<file path="src/rtl/uart_msg_gen_pkg.sv">
// Shared types and constants for the UART message composer.
// UART_MSG_GEN_CHECKSUM_EN adds the XOR checksum state and sets CK=1.
package uart_msg_pkg;

  typedef enum logic [1:0] {
    MODE_PATTERN = 2'd0,
    MODE_FILL    = 2'd1,
    MODE_ECHO    = 2'd2,
    MODE_ECHO_UC = 2'd3
  } mode_e;

  typedef enum logic [2:0] {
    S_IDLE  = 3'd0,
    S_PRIME = 3'd1,
    S_PAY   = 3'd2,
`ifdef UART_MSG_GEN_CHECKSUM_EN
    S_CK    = 3'd3,
`endif
    S_CR    = 3'd4,
    S_LF    = 3'd5,
    S_DONE  = 3'd6
  } state_e;

`ifdef UART_MSG_GEN_CHECKSUM_EN
  localparam int CK = 1;
`else
  localparam int CK = 0;
`endif

  localparam logic [7:0] CHR_CR   = 8'h0D;
  localparam logic [7:0] CHR_LF   = 8'h0A;
  localparam logic [7:0] CHR_LC_A = 8'h61;
  localparam logic [7:0] CHR_LC_Z = 8'h7A;
  localparam logic [7:0] CHR_CASE = 8'h20;

endpackage

</file>
<file path="src/rtl/uart_msg_gen_if.sv">
// Command, source-RAM, TX-RAM and message-handoff signals of the composer.
interface uart_msg_gen_if #(
  parameter int WIDTH = 8,
  parameter int AW    = 8
);
  logic             cmd_valid;
  logic             cmd_ready;
  logic [1:0]       cmd_mode;
  logic [AW-1:0]    cmd_len;
  logic [WIDTH-1:0] cmd_arg;
  logic [AW-1:0]    src_addr;
  logic [WIDTH-1:0] src_dout;
  logic [AW-1:0]    addr;
  logic [WIDTH-1:0] din;
  logic             we;
  logic             msg_valid;
  logic             msg_ready;
  logic [AW:0]      msg_len;

  modport master (
    input  cmd_valid, cmd_mode, cmd_len, cmd_arg, src_dout, msg_ready,
    output cmd_ready, src_addr, addr, din, we, msg_valid, msg_len
  );

  modport slave (
    output cmd_valid, cmd_mode, cmd_len, cmd_arg, src_dout, msg_ready,
    input  cmd_ready, src_addr, addr, din, we, msg_valid, msg_len
  );
endinterface

</file>
<file path="src/rtl/uart_msg_gen_xform.sv">
// Combinational per-mode payload character: pattern ramp, fill, echo, echo upper-cased.
module uart_msg_xform
  import uart_msg_pkg::*;
#(
  parameter int WIDTH    = 8,
  parameter int AW       = 8,
  parameter int BASE_CHR = 64
) (
  input  mode_e            mode_i,
  input  logic [AW-1:0]    idx_i,
  input  logic [WIDTH-1:0] arg_i,
  input  logic [WIDTH-1:0] src_i,
  output logic [WIDTH-1:0] chr_o
);
  logic [WIDTH-1:0] base;
  logic             is_lc;

  // A zero argument selects the default ramp start
  assign base  = (arg_i == '0) ? WIDTH'(BASE_CHR) : arg_i;
  assign is_lc = (src_i >= WIDTH'(CHR_LC_A)) && (src_i <= WIDTH'(CHR_LC_Z));

  always_comb begin
    chr_o = '0;
    case (mode_i)
      MODE_PATTERN: chr_o = base + WIDTH'(idx_i);
      MODE_FILL:    chr_o = arg_i;
      MODE_ECHO:    chr_o = src_i;
      MODE_ECHO_UC: chr_o = is_lc ? (src_i - WIDTH'(CHR_CASE)) : src_i;
      default:      chr_o = '0;
    endcase
  end
endmodule

</file>
<file path="src/rtl/uart_msg_gen.sv">
// Message composer: payload, optional checksum (UART_MSG_GEN_CHECKSUM_EN), CR LF,
// then holds msg_valid/msg_len until the TX sequencer takes the message.
module uart_msg_gen
  import uart_msg_pkg::*;
#(
  parameter int WIDTH    = 8,
  parameter int LEN      = 256,
  parameter int BASE_CHR = 64
) (
  input  logic           clk,
  input  logic           rst,
  uart_msg_gen_if.master bus
);
  localparam int AW   = $clog2(LEN);
  localparam int MAXN = LEN - 2 - CK;

`ifdef UART_MSG_GEN_CHECKSUM_EN
  localparam state_e AFTER_PAY = S_CK;
`else
  localparam state_e AFTER_PAY = S_CR;
`endif

  state_e           state_q, state_d;
  mode_e            mode_q, mode_d;
  logic [AW-1:0]    n_q, n_d;
  logic [AW-1:0]    idx_q, idx_d;
  logic [WIDTH-1:0] arg_q, arg_d;
  logic [WIDTH-1:0] pay_chr;
  logic [AW-1:0]    n_clamp;
  logic             cmd_echo;
`ifdef UART_MSG_GEN_CHECKSUM_EN
  logic [WIDTH-1:0] ck_q, ck_d;
`endif

  assign n_clamp  = (bus.cmd_len > AW'(MAXN)) ? AW'(MAXN) : bus.cmd_len;
  assign cmd_echo = bus.cmd_mode[1];

  uart_msg_xform #(
    .WIDTH    (WIDTH),
    .AW       (AW),
    .BASE_CHR (BASE_CHR)
  ) u_xform (
    .mode_i (mode_q),
    .idx_i  (idx_q),
    .arg_i  (arg_q),
    .src_i  (bus.src_dout),
    .chr_o  (pay_chr)
  );

  always_ff @(posedge clk or posedge rst) begin
    if (rst) begin
      state_q <= S_IDLE;
      mode_q  <= MODE_PATTERN;
      n_q     <= '0;
      idx_q   <= '0;
      arg_q   <= '0;
`ifdef UART_MSG_GEN_CHECKSUM_EN
      ck_q    <= '0;
`endif
    end else begin
      state_q <= state_d;
      mode_q  <= mode_d;
      n_q     <= n_d;
      idx_q   <= idx_d;
      arg_q   <= arg_d;
`ifdef UART_MSG_GEN_CHECKSUM_EN
      ck_q    <= ck_d;
`endif
    end
  end

  always_comb begin
    state_d       = state_q;
    mode_d        = mode_q;
    n_d           = n_q;
    idx_d         = idx_q;
    arg_d         = arg_q;
`ifdef UART_MSG_GEN_CHECKSUM_EN
    ck_d          = ck_q;
`endif
    bus.cmd_ready = 1'b0;
    bus.src_addr  = '0;
    bus.addr      = '0;
    bus.din       = '0;
    bus.we        = 1'b0;
    bus.msg_valid = 1'b0;
    bus.msg_len   = '0;

    case (state_q)
      S_IDLE: begin
        bus.cmd_ready = ~rst;
        if (bus.cmd_valid && !rst) begin
          mode_d = mode_e'(bus.cmd_mode);
          n_d    = n_clamp;
          arg_d  = bus.cmd_arg;
          idx_d  = '0;
`ifdef UART_MSG_GEN_CHECKSUM_EN
          ck_d   = '0;
`endif
          if (cmd_echo)            state_d = S_PRIME;
          else if (n_clamp == '0)  state_d = AFTER_PAY;
          else                     state_d = S_PAY;
        end
      end
      // Read of byte 0 goes out here so src_dout is valid on the first payload cycle
      S_PRIME: begin
        bus.src_addr = '0;
        state_d      = (n_q == '0) ? AFTER_PAY : S_PAY;
      end
      S_PAY: begin
        bus.we       = 1'b1;
        bus.addr     = idx_q;
        bus.din      = pay_chr;
        bus.src_addr = idx_q + AW'(1);
        idx_d        = idx_q + AW'(1);
`ifdef UART_MSG_GEN_CHECKSUM_EN
        ck_d         = ck_q ^ pay_chr;
`endif
        if (idx_q == n_q - AW'(1)) state_d = AFTER_PAY;
      end
`ifdef UART_MSG_GEN_CHECKSUM_EN
      S_CK: begin
        bus.we   = 1'b1;
        bus.addr = n_q;
        bus.din  = ck_q;
        state_d  = S_CR;
      end
`endif
      S_CR: begin
        bus.we   = 1'b1;
        bus.addr = n_q + AW'(CK);
        bus.din  = WIDTH'(CHR_CR);
        state_d  = S_LF;
      end
      S_LF: begin
        bus.we   = 1'b1;
        bus.addr = n_q + AW'(CK + 1);
        bus.din  = WIDTH'(CHR_LF);
        state_d  = S_DONE;
      end
      S_DONE: begin
        bus.msg_valid = 1'b1;
        bus.msg_len   = (AW+1)'(n_q) + (AW+1)'(CK + 2);
        if (bus.msg_ready) state_d = S_IDLE;
      end
      default: state_d = S_IDLE;
    endcase
  end
endmodule
</file>
<file path="src/flat_wrapper.sv">
// flat-port wrapper written by rule: the top's interface ports become plain ports
module uart_msg_gen_flat import uart_msg_pkg::*;
#(
  parameter int WIDTH    = 8,
  parameter int LEN      = 256,
  parameter int BASE_CHR = 64
)
  (clk, rst, bus_cmd_valid, bus_cmd_mode, bus_cmd_len, bus_cmd_arg, bus_src_dout, bus_msg_ready, bus_cmd_ready, bus_src_addr, bus_addr, bus_din, bus_we, bus_msg_valid, bus_msg_len);
  uart_msg_gen_if #(.WIDTH(WIDTH)) bus_i ();
  input  logic clk;
  input  logic rst;
  input wire logic [$bits(bus_i.cmd_valid)-1:0] bus_cmd_valid;
  input wire logic [$bits(bus_i.cmd_mode)-1:0] bus_cmd_mode;
  input wire logic [$bits(bus_i.cmd_len)-1:0] bus_cmd_len;
  input wire logic [$bits(bus_i.cmd_arg)-1:0] bus_cmd_arg;
  input wire logic [$bits(bus_i.src_dout)-1:0] bus_src_dout;
  input wire logic [$bits(bus_i.msg_ready)-1:0] bus_msg_ready;
  output wire logic [$bits(bus_i.cmd_ready)-1:0] bus_cmd_ready;
  output wire logic [$bits(bus_i.src_addr)-1:0] bus_src_addr;
  output wire logic [$bits(bus_i.addr)-1:0] bus_addr;
  output wire logic [$bits(bus_i.din)-1:0] bus_din;
  output wire logic [$bits(bus_i.we)-1:0] bus_we;
  output wire logic [$bits(bus_i.msg_valid)-1:0] bus_msg_valid;
  output wire logic [$bits(bus_i.msg_len)-1:0] bus_msg_len;
  assign bus_i.cmd_valid = bus_cmd_valid;
  assign bus_i.cmd_mode = bus_cmd_mode;
  assign bus_i.cmd_len = bus_cmd_len;
  assign bus_i.cmd_arg = bus_cmd_arg;
  assign bus_i.src_dout = bus_src_dout;
  assign bus_i.msg_ready = bus_msg_ready;
  assign bus_cmd_ready = bus_i.cmd_ready;
  assign bus_src_addr = bus_i.src_addr;
  assign bus_addr = bus_i.addr;
  assign bus_din = bus_i.din;
  assign bus_we = bus_i.we;
  assign bus_msg_valid = bus_i.msg_valid;
  assign bus_msg_len = bus_i.msg_len;
  uart_msg_gen #(.WIDTH(WIDTH), .LEN(LEN), .BASE_CHR(BASE_CHR)) u_core (.clk(clk), .rst(rst), .bus(bus_i));
endmodule
</file>
<file path="config.mk">
export PLATFORM = sky130hd
export DESIGN_NAME = uart_msg_gen_flat
export DESIGN_NICKNAME = d
export VERILOG_FILES = /design/src/rtl/uart_msg_gen_pkg.sv /design/src/rtl/uart_msg_gen_if.sv /design/src/rtl/uart_msg_gen_xform.sv /design/src/rtl/uart_msg_gen.sv /design/src/flat_wrapper.sv
export SDC_FILE = /design/constraint.sdc
export NUM_CORES = 1
export LEC_CHECK = 0
export BUFFER_PORTS_ARGS = -buffer_cell sky130_fd_sc_hd__buf_4
export CAP_MARGIN = 30
export CORE_MARGIN = 2
export CORE_UTILIZATION = 50
export CTS_CLUSTER_DIAMETER = 100
export DETAILED_ROUTE_END_ITERATION = 10
export PLACE_DENSITY = 0.76
export REMOVE_ABC_BUFFERS = 1
export SYNTH_ARGS = -nofsm -noshare
export SYNTH_HDL_FRONTEND = slang
export SYNTH_SLANG_ARGS = --single-unit
export TNS_END_PERCENT = 10
</file>
<file path="constraint.sdc">
create_clock -name clk -period 5.8 [get_ports clk]
set_input_delay 0.29 -clock clk [delete_from_list [all_inputs] [get_ports clk]]
set_output_delay 0.29 -clock clk [all_outputs]
set_load 0.02 [all_outputs]
</file>
==> reports/results.ini, run 1 <==
[floorplanning]
dieArea_um2=5980
core_um2=5140
start_util_pct=52.31
fp-row-count=26
die_h_um=77.33
design.portCount=66
die_x_um=77.33

[finish]
syn_to_final_growth_pct=19.87
final_nets=418
n_antenna_cell=0
final_cells=445
final_core_util_pct=62.71
drive_above_1_share_pct=26.13
finalInstanceArea_um2=3223

[setup_path]
worstReg2RegEnd=u_core.state_q[2]
critPathKind=reg2out
start_kind=flop
ff2ff_setup_slack_ns=3.43
crit_path_end_kind=output pin
cp.arrival_ns=2.77
critPathRequiredTime_ns=5.51
rr_startpoint=u_core.n_q[0]
reg2reg_depth=8
crit_fanout=7

[cts]
cts_buffers=5
cts_buffer_depth=2
root_buffer=clkbuf_8
cts.clk_slew.worst_paths_ns=0.07
clock_sinks=29
cts_hold_buf=0
postCtsResizedCells=0
tritoncts=done
post_cts_buffers=0
clk_latency_ns=0.28
h-tree-depth=2

[grt]
grt_pass1_wl_mm=11.66
gr-total-overflow=0
grt_usage_pct=23.96
first_global_vias=2445
grt_max_degree=30
antenna_found_initial=0

[yosys]
synth_compound_area_share_pct=17.73
synth-xor-area-share_pct=10.10
postSynthAreaPerCell_um2=8.198
synth_flop_cell=dfrtp_1
synthSimpleGateAreaFrac_pct=21.68
yosysSeqAreaShare_pct=26.99
synth_area_um2=2689
synth_top_family_by_area=simple AND/OR/NAND/NOR gates
yosys_warnings=0
ys_ff_latch=29
synth_fa_ha_area_share_pct=6.794
ys_types=50
ys_async_sr_fraction_pct=100.0
syn_inst=328
synth_edf_count=0
synthMuxAreaShare_pct=9.027

[pwr]
irDropWorstVdd_uv=365.1
share_comb_of_total_power_pct=60.8
p_per_area_nw_per_um2=542.8
power_mw=1.750
power.internal_mw=0.8893
power.share.clock_pct=11.0
pwr-share-seq_pct=28.2
p_leak_nw=1.457
p_sw_mw=0.8603
swShare_pct=49.17

[routing]
wl_per_cell_um=15.63
avgViaCountPerCell=5.625
firstDrtPassIters=4
drt.antenna.violating_nets=0
num_vias=2503
drt-total-wl_mm=6.955
remaining_drc_errors=0
drtIter0Drc=146

[placed_design]
dp.final_hpwl_mm=5.179
port_buffers=65
gp_congestion=0.9010
placed_area_um2=3122
dpl.cell_count=437

[timing]
rsz0062_at_grt=no
period_minus_slack_ns=3.061
fin_tns_setup_ns=0
maxSlewViolCount=0
finalHoldViolCount=0
timing.final.crit_share_pct=52.78
skew_ns=0.009728
slew_headroom_pct=33.59
finalSetupViolCount=0
tightest_slew_ns=0.9931
clock.fmax_ghz=0.3267

[worst_hold_path]
min_path_type=in2async

[job]
cap_violations=0

[status]
status=completed

-- metal layers --
metal / share of wire (%) / global-route usage [%] / vias to the layer above
met1: 48 / 33.68 / 1194
met3: 4.8 / 4.302 / 4
met5: 0 / 0 / -
li1: - / - / 1241
met4: 0.62 / 5.357 / 0
met2: 47 / 38.61 / 64
-- area by class of cell --
cell class                      count  area, um2
Inverter                           15      56.30
Tap cell                           70      87.58
Clock inverter                      1      5.005
Sequential cell                    29      725.7
Clock buffer                        7      96.34
Fill cell                         487       1917
Multi-Input combinational cell    257       1757
Timing Repair Buffer               66      495.5
-- worst max-delay path: stages, from the launching register on --
cell and delay [ns]:
dfrtp_1 0.46, ha_1 0.27, inv_1 0.07, fa_1 0.23, nor2b_4 0.06, o31a_1 0.25, o21a_1 0.18, o21a_1 0.16
or4_1 0.47, a21oi_1 0.16, buf_4 0.16
-- cells by family after synthesis --
| family | after synthesis |
|---|---|
| adder cells (fa/ha/maj) | 14 |
| flip-flops | 29 |
| multiplexers | 22 |
| XOR/XNOR | 31 |
| AND/OR/NAND/NOR | 111 |
| AO/OA/AOI/OAI | 79 |
| buffers and inverters | 42 |
-- cells in the mapped netlist, drive strengths merged (2+ instances only) --
| cell type | count | share of area, % |
|---|---|---|
| a211oi | 5 | 1.4 |
| a21o | 8 | 2.2 |
| a21oi | 19 | 3.5 |
| a31oi | 3 | 0.70 |
| and2 | 2 | 0.47 |
| and3 | 5 | 1.2 |
| buf | 14 | 3.8 |
| clkbuf | 13 | 1.8 |
| dfrtp | 29 | 27 |
| ha | 13 | 6.0 |
| inv | 14 | 2.0 |
| mux2 | 18 | 7.5 |
| mux2i | 4 | 1.5 |
| nand2 | 28 | 4.0 |
| nand2b | 5 | 1.2 |
| nand3 | 9 | 1.7 |
| nand3b | 2 | 0.56 |
| nand4 | 3 | 0.70 |
| nor2 | 28 | 3.9 |
| nor2b | 6 | 1.7 |
| nor3 | 8 | 1.5 |
| nor4 | 7 | 1.9 |
| o211ai | 2 | 0.56 |
| o21a | 4 | 1.1 |
| o21ai | 26 | 4.8 |
| o22ai | 5 | 1.2 |
| or3 | 2 | 0.47 |
| or4 | 2 | 0.56 |
| xnor2 | 21 | 6.8 |
| xor2 | 10 | 3.3 |
-- power by group through the flow --
stage / sequential, mW / combinational, mW / clock [mW]
after floorplan: 0.435 / 0.762 / 0
after CTS: 0.490 / 1.07 / 0.195
after global placement: 0.486 / 1.04 / 0
after global routing: 0.516 / 1.17 / 0.202
after detailed placement: 0.494 / 1.06 / 0
final: 0.494 / 1.06 / 0.192
-- cells in the final DEF (no fill, tap or decap), types with 4 or more instances in the layout --
cell type   n
nand2b_1    5
o21ai_0    25
o22ai_1     5
nand2_1    27
and3_1      5
buf_4      66
xnor2_1    21
a21oi_1    19
mux2i_1     4
xor2_1     10
inv_1      14
nor2_1     28
nor3_1      8
ha_1       13
o21a_1      4
a21o_1      8
nand3_1     9
dfrtp_1    29
mux2_2     18
nor2b_1     5
clkbuf_8    7
a211oi_1    5
nor4_1      6
-- per-stage QoR --
step | hold WS (ns) | setup WS, ns
6_report | 0.1003 | 2.739
5_1_grt | 0.1321 | 2.629
4_1_cts | 0.1033 | 2.744
3_5_place_dp | 0.4161 | 3.078
3_3_place_gp | 0.4084 | 3.117
2_1_floorplan | 0.3681 | 3.121
-- sequential cells by signal (all words and copies together), names as in the netlist --
register	flops
u_core.n_q	8
u_core.idx_q	8
u_core.arg_q	8
u_core.mode_q	2
u_core.state_q	3
-- worst max-delay path by stage --
stage                          startpoint          to  slack, ns  cells after the start
final                     u_core.idx_q[0]  bus_din[6]       2.74                     10
after global routing      u_core.idx_q[0]  bus_din[6]       2.63                     10
after floorplan           u_core.idx_q[0]  bus_din[6]       3.12                      9
after global placement    u_core.idx_q[0]  bus_din[6]       3.12                     10
after CTS                 u_core.idx_q[0]  bus_din[6]       2.74                     10
after detailed placement  u_core.idx_q[0]  bus_din[6]       3.08                     10
No activity file was read; power rests on OpenSTA's default activity.
==> run 2, diff against run 1 <==
--- a/config.mk
+++ b/config.mk
@@ -5,13 +5,14 @@
 export SDC_FILE = /design/constraint.sdc
 export NUM_CORES = 1
 export LEC_CHECK = 0
+export ABC_AREA = 1
 export BUFFER_PORTS_ARGS = -buffer_cell sky130_fd_sc_hd__buf_4
 export CAP_MARGIN = 30
 export CORE_MARGIN = 2
-export CORE_UTILIZATION = 50
+export CORE_UTILIZATION = 49
 export CTS_CLUSTER_DIAMETER = 100
 export DETAILED_ROUTE_END_ITERATION = 10
-export PLACE_DENSITY = 0.76
+export PLACE_DENSITY = 0.77
 export REMOVE_ABC_BUFFERS = 1
 export SYNTH_ARGS = -nofsm -noshare
 export SYNTH_HDL_FRONTEND = slang
==> constraint.sdc (replaced) <==
create_clock -name clk -period 2.55 [get_ports clk]
set_input_delay 0.1275 -clock clk [delete_from_list [all_inputs] [get_ports clk]]
set_output_delay 0.1275 -clock clk [all_outputs]
set_load 0.02 [all_outputs]
==> reports/results.ini, run 2 <==
[timing]
finalHoldViolCount=0  ; unchanged
clock.fmax_ghz=0.4094
skew_ns=0.007415  ; was 0.009728 ns
hold_slack_ns=0.03852  ; was 0.1003 ns
maxSlewViolCount=0  ; unchanged
rsz0062_at_grt=yes  ; was no
period_minus_slack_ns=2.443
timing.final.crit_share_pct=95.79
finalSetupViolCount=0  ; unchanged
slew_headroom_pct=61.54  ; was 33.59%
finalWorstSetupSlack_ns=0.1073  ; was 2.739 ns
tightest_slew_ns=0.5748  ; was 0.9931 ns

[yosys]
synth.largest_area_cell=dfrtp_1  ; unchanged
yosysSeqAreaShare_pct=27.66  ; was 26.99%
synth_common_cells=nand2_1 (106), inv_1 (47), nor2_1 (45)  ; was dfrtp_1 (29), nor2_1 (28), nand2_1 (27)
ys_async_sr_fraction_pct=100.0  ; unchanged
yosys_warnings=0  ; unchanged
synth_flop_cell=dfrtp_1  ; unchanged
ys_ff_latch=29  ; unchanged
yosysMostFrequentCell=nand2_1  ; was dfrtp_1
ys_top_cells_by_area=dfrtp_1 (28%), nand2_1 (15%), inv_1 (6.7%)  ; was dfrtp_1 (27%), mux2_2 (7.5%), xnor2_1 (6.8%)
synth_edf_count=0  ; unchanged
postSynthAreaPerCell_um2=6.511  ; was 8.198 um2
syn_inst=403  ; was 328
synth_area_um2=2624  ; was 2689 um2
synth_top_area_share_pct=27.66  ; was 26.99%
ys_types=37  ; was 50

[pwr]
power_mw=3.658  ; was 1.750 mW
power.share.clock_pct=10.3  ; was 11.0%
p_sw_mw=1.950  ; was 0.8603 mW
share_comb_of_total_power_pct=63.1  ; was 60.8%
power.internal_mw=1.709  ; was 0.8893 mW
pwr-share-seq_pct=26.6  ; was 28.2%
p_per_area_nw_per_um2=1116  ; was 542.8 nW/um2
swShare_pct=53.29  ; was 49.17%
irDropWorstVdd_uv=611.3  ; was 365.1 uV
p_leak_nw=1.646  ; was 1.457 nW

[floorplanning]
start_util_pct=51.05  ; was 52.31%
die_h_um=77.18  ; was 77.33 um
core_um2=5140  ; unchanged
fp-row-count=26  ; unchanged
dieArea_um2=5956  ; was 5980 um2
die_x_um=77.18  ; was 77.33 um
design.portCount=66  ; unchanged

[finish]
finalInstanceArea_um2=3278  ; was 3223 um2
final_common_cell=nand2_1  ; was buf_4
n_antenna_cell=0  ; unchanged
final_cell_mix=nand2_1 (106), buf_4 (70), inv_1 (47)  ; was buf_4 (66), dfrtp_1 (29), nor2_1 (28)
top_regs=u_core.arg_q x8, u_core.idx_q x8, u_core.n_q x8  ; unchanged
syn_to_final_growth_pct=24.94  ; was 19.87%
final_nets=513  ; was 418
drive_above_1_share_pct=21.49  ; was 26.13%

[grt]
grt_usage_pct=26.25  ; was 23.96%
grt_pass1_wl_mm=12.63  ; was 11.66 mm
gr-total-overflow=0  ; unchanged
grt_max_degree=30  ; unchanged
first_global_vias=2758  ; was 2,445
antenna_found_initial=0  ; unchanged

[cts]
root_buffer=clkbuf_8  ; unchanged
post_cts_buffers=0  ; unchanged
cts_buffer_depth=2  ; unchanged
cts.clk_slew.worst_paths_ns=0.07  ; about the same
clock_sinks=29  ; unchanged
h-tree-depth=2  ; unchanged
cts_buffers=5  ; unchanged
clk_latency_ns=0.29  ; was 0.28 ns
tritoncts=done  ; unchanged

[setup_path]
critPathKind=reg2out  ; unchanged
timing.critical_path.buf_inv=1  ; was 2
path_delay_family=compound AO/OA/AOI/OAI gates  ; unchanged
start_kind=flop  ; unchanged
crit_path_end_kind=output pin  ; unchanged
cp.arrival_ns=2.32  ; was 2.77 ns
cpPeakStageDelay_ns=0.41  ; was 0.47 ns
crit_fanout=5  ; was 7
crit_path_cell_trace=nor4_2 -> a31o_2 -> ha_1 -> a21o_1 -> a31oi_1 -> nand2_1 -> xor2_1 -> a21oi_1 -> buf_4  ; was ha_1 -> inv_1 -> fa_1 -> nor2b_4 -> o31a_1 -> o21a_1 -> o21a_1 -> or4_1 -> a21oi_1 -> buf_4
critPathRequiredTime_ns=2.42  ; was 5.51 ns
crit_slowest_cell=dfrtp_1  ; was or4_1

[routing]
drt-total-wl_mm=7.571  ; was 6.955 mm
drtIter0Drc=129  ; was 146
num_vias=2888  ; was 2,503
avgViaCountPerCell=5.348  ; was 5.625
firstDrtPassIters=4  ; unchanged
remaining_drc_errors=0  ; unchanged
drt.antenna.violating_nets=0  ; unchanged
wl_per_cell_um=14.02  ; was 15.63 um

[placed_design]
gp_congestion=0.9261  ; was 0.9010
placed_area_um2=3178  ; was 3122 um2
dp.final_hpwl_mm=5.928  ; was 5.179 mm
port_buffers=65  ; unchanged
place_ws_ns=0.3699  ; was 3.078 ns

[status]
status=completed  ; unchanged

[worst_hold_path]
min_path_type=in2reg  ; was in2async

[job]
cap_violations=0  ; unchanged

## run 2: changes by cell type in the layout (fill, tap and decap cells not counted), sizes merged, moves of 7 or more
cell	before	now
nand3	9	29
nor2	28	49
xnor2	21	2
xor2	10	3
nand2	28	108
o221ai	1	11
a21o	8	1
mux2	18	0
inv	14	53
o21ai	26	33
## run 2: cell type report
| class | instances | area (um2) |
|---|---|---|
| clock inverter | 2 | 10.01 |
| fill | 518 | 1862 |
| timing repair buffer | 71 | 535.5 |
| inverter | 53 | 198.9 |
| tap | 70 | 87.58 |
| sequential | 29 | 726.9 |
| clock buffer | 6 | 72.57 |
| multi-input combinational | 309 | 1647 |
## run 2: stage by stage
step / cells / TNS, ns / utilization (%)
2_1_floorplan: 391 / 0 / -
3_3_place_gp: 531 / 0 / 61.83
3_5_place_dp: 531 / 0 / 61.83
4_1_cts: 540 / 0 / 63.63
5_1_grt: 540 / -0.01599 / 63.78
6_report: 540 / 0 / 63.78
## run 2: power by group through the flow
| stage | Sequential (mW) | Combinational [mW] | Clock [mW] |
|---|---|---|---|
| 2_1_floorplan | 0.884 | 1.62 | 0 |
| 3_3_place_gp | 0.952 | 2.25 | 0 |
| 3_5_place_dp | 0.966 | 2.28 | 0 |
| 4_1_cts | 0.959 | 2.30 | 0.383 |
| 5_1_grt | 1.01 | 2.57 | 0.397 |
| 6_report | 0.973 | 2.31 | 0.377 |
## run 2: cells by family (layout without fill, tap and decap cells)
group | count (synthesis) | count (layout) | synth area share, %
AOI/OAI and AO/OA | 83 | 83 | 19.60
adders and majority gates | 14 | 14 | 6.963
xor gates and xnor gates | 5 | 5 | 1.669
and+or+nand+nor | 207 | 207 | 34.19
buffers and inverters | 65 | 132 | 9.919
DFF | 29 | 29 | 27.66
## run 2: final timing paths
check,slack (ns),startpoint,endpoint,cells after the start
max,0.11,u_core.arg_q[0],bus_din[7],9
min,0.04,bus_cmd_arg[6],u_core.arg_q[6],3
max reg2reg,0.63,u_core.n_q[0],u_core.state_q[1],13
min reg2reg,0.54,u_core.arg_q[4],u_core.arg_q[4],2
max in group asynchronous,1.70,rst,u_core.idx_q[0],4
min in group asynchronous,0.55,rst,u_core.state_q[2],4
## run 2: metal layers
layer / part of all wire (%) / vias to the layer above / global-route usage [%]
met5: 0 / - / 0
met4: 1.2 / 0 / 8.214
met3: 5.5 / 8 / 3.647
met2: 50 / 92 / 47.04
met1: 43 / 1310 / 32.37
li1: - / 1478 / -
## run 2: tightest hold or removal path, delay by kind of cell
| kind | cells | cell delay, ns |
|---|---|---|
| and+or+nand+nor | 2 | 0.09 |
| buffers and inverters | 1 | 0.07 |
## run 2: timing repair
action,in CTS,in global routing
hold buffers,1,0
gates resized for setup,0,2
hold endpoints to repair,29,0
endpoints found under the setup margin,0,2
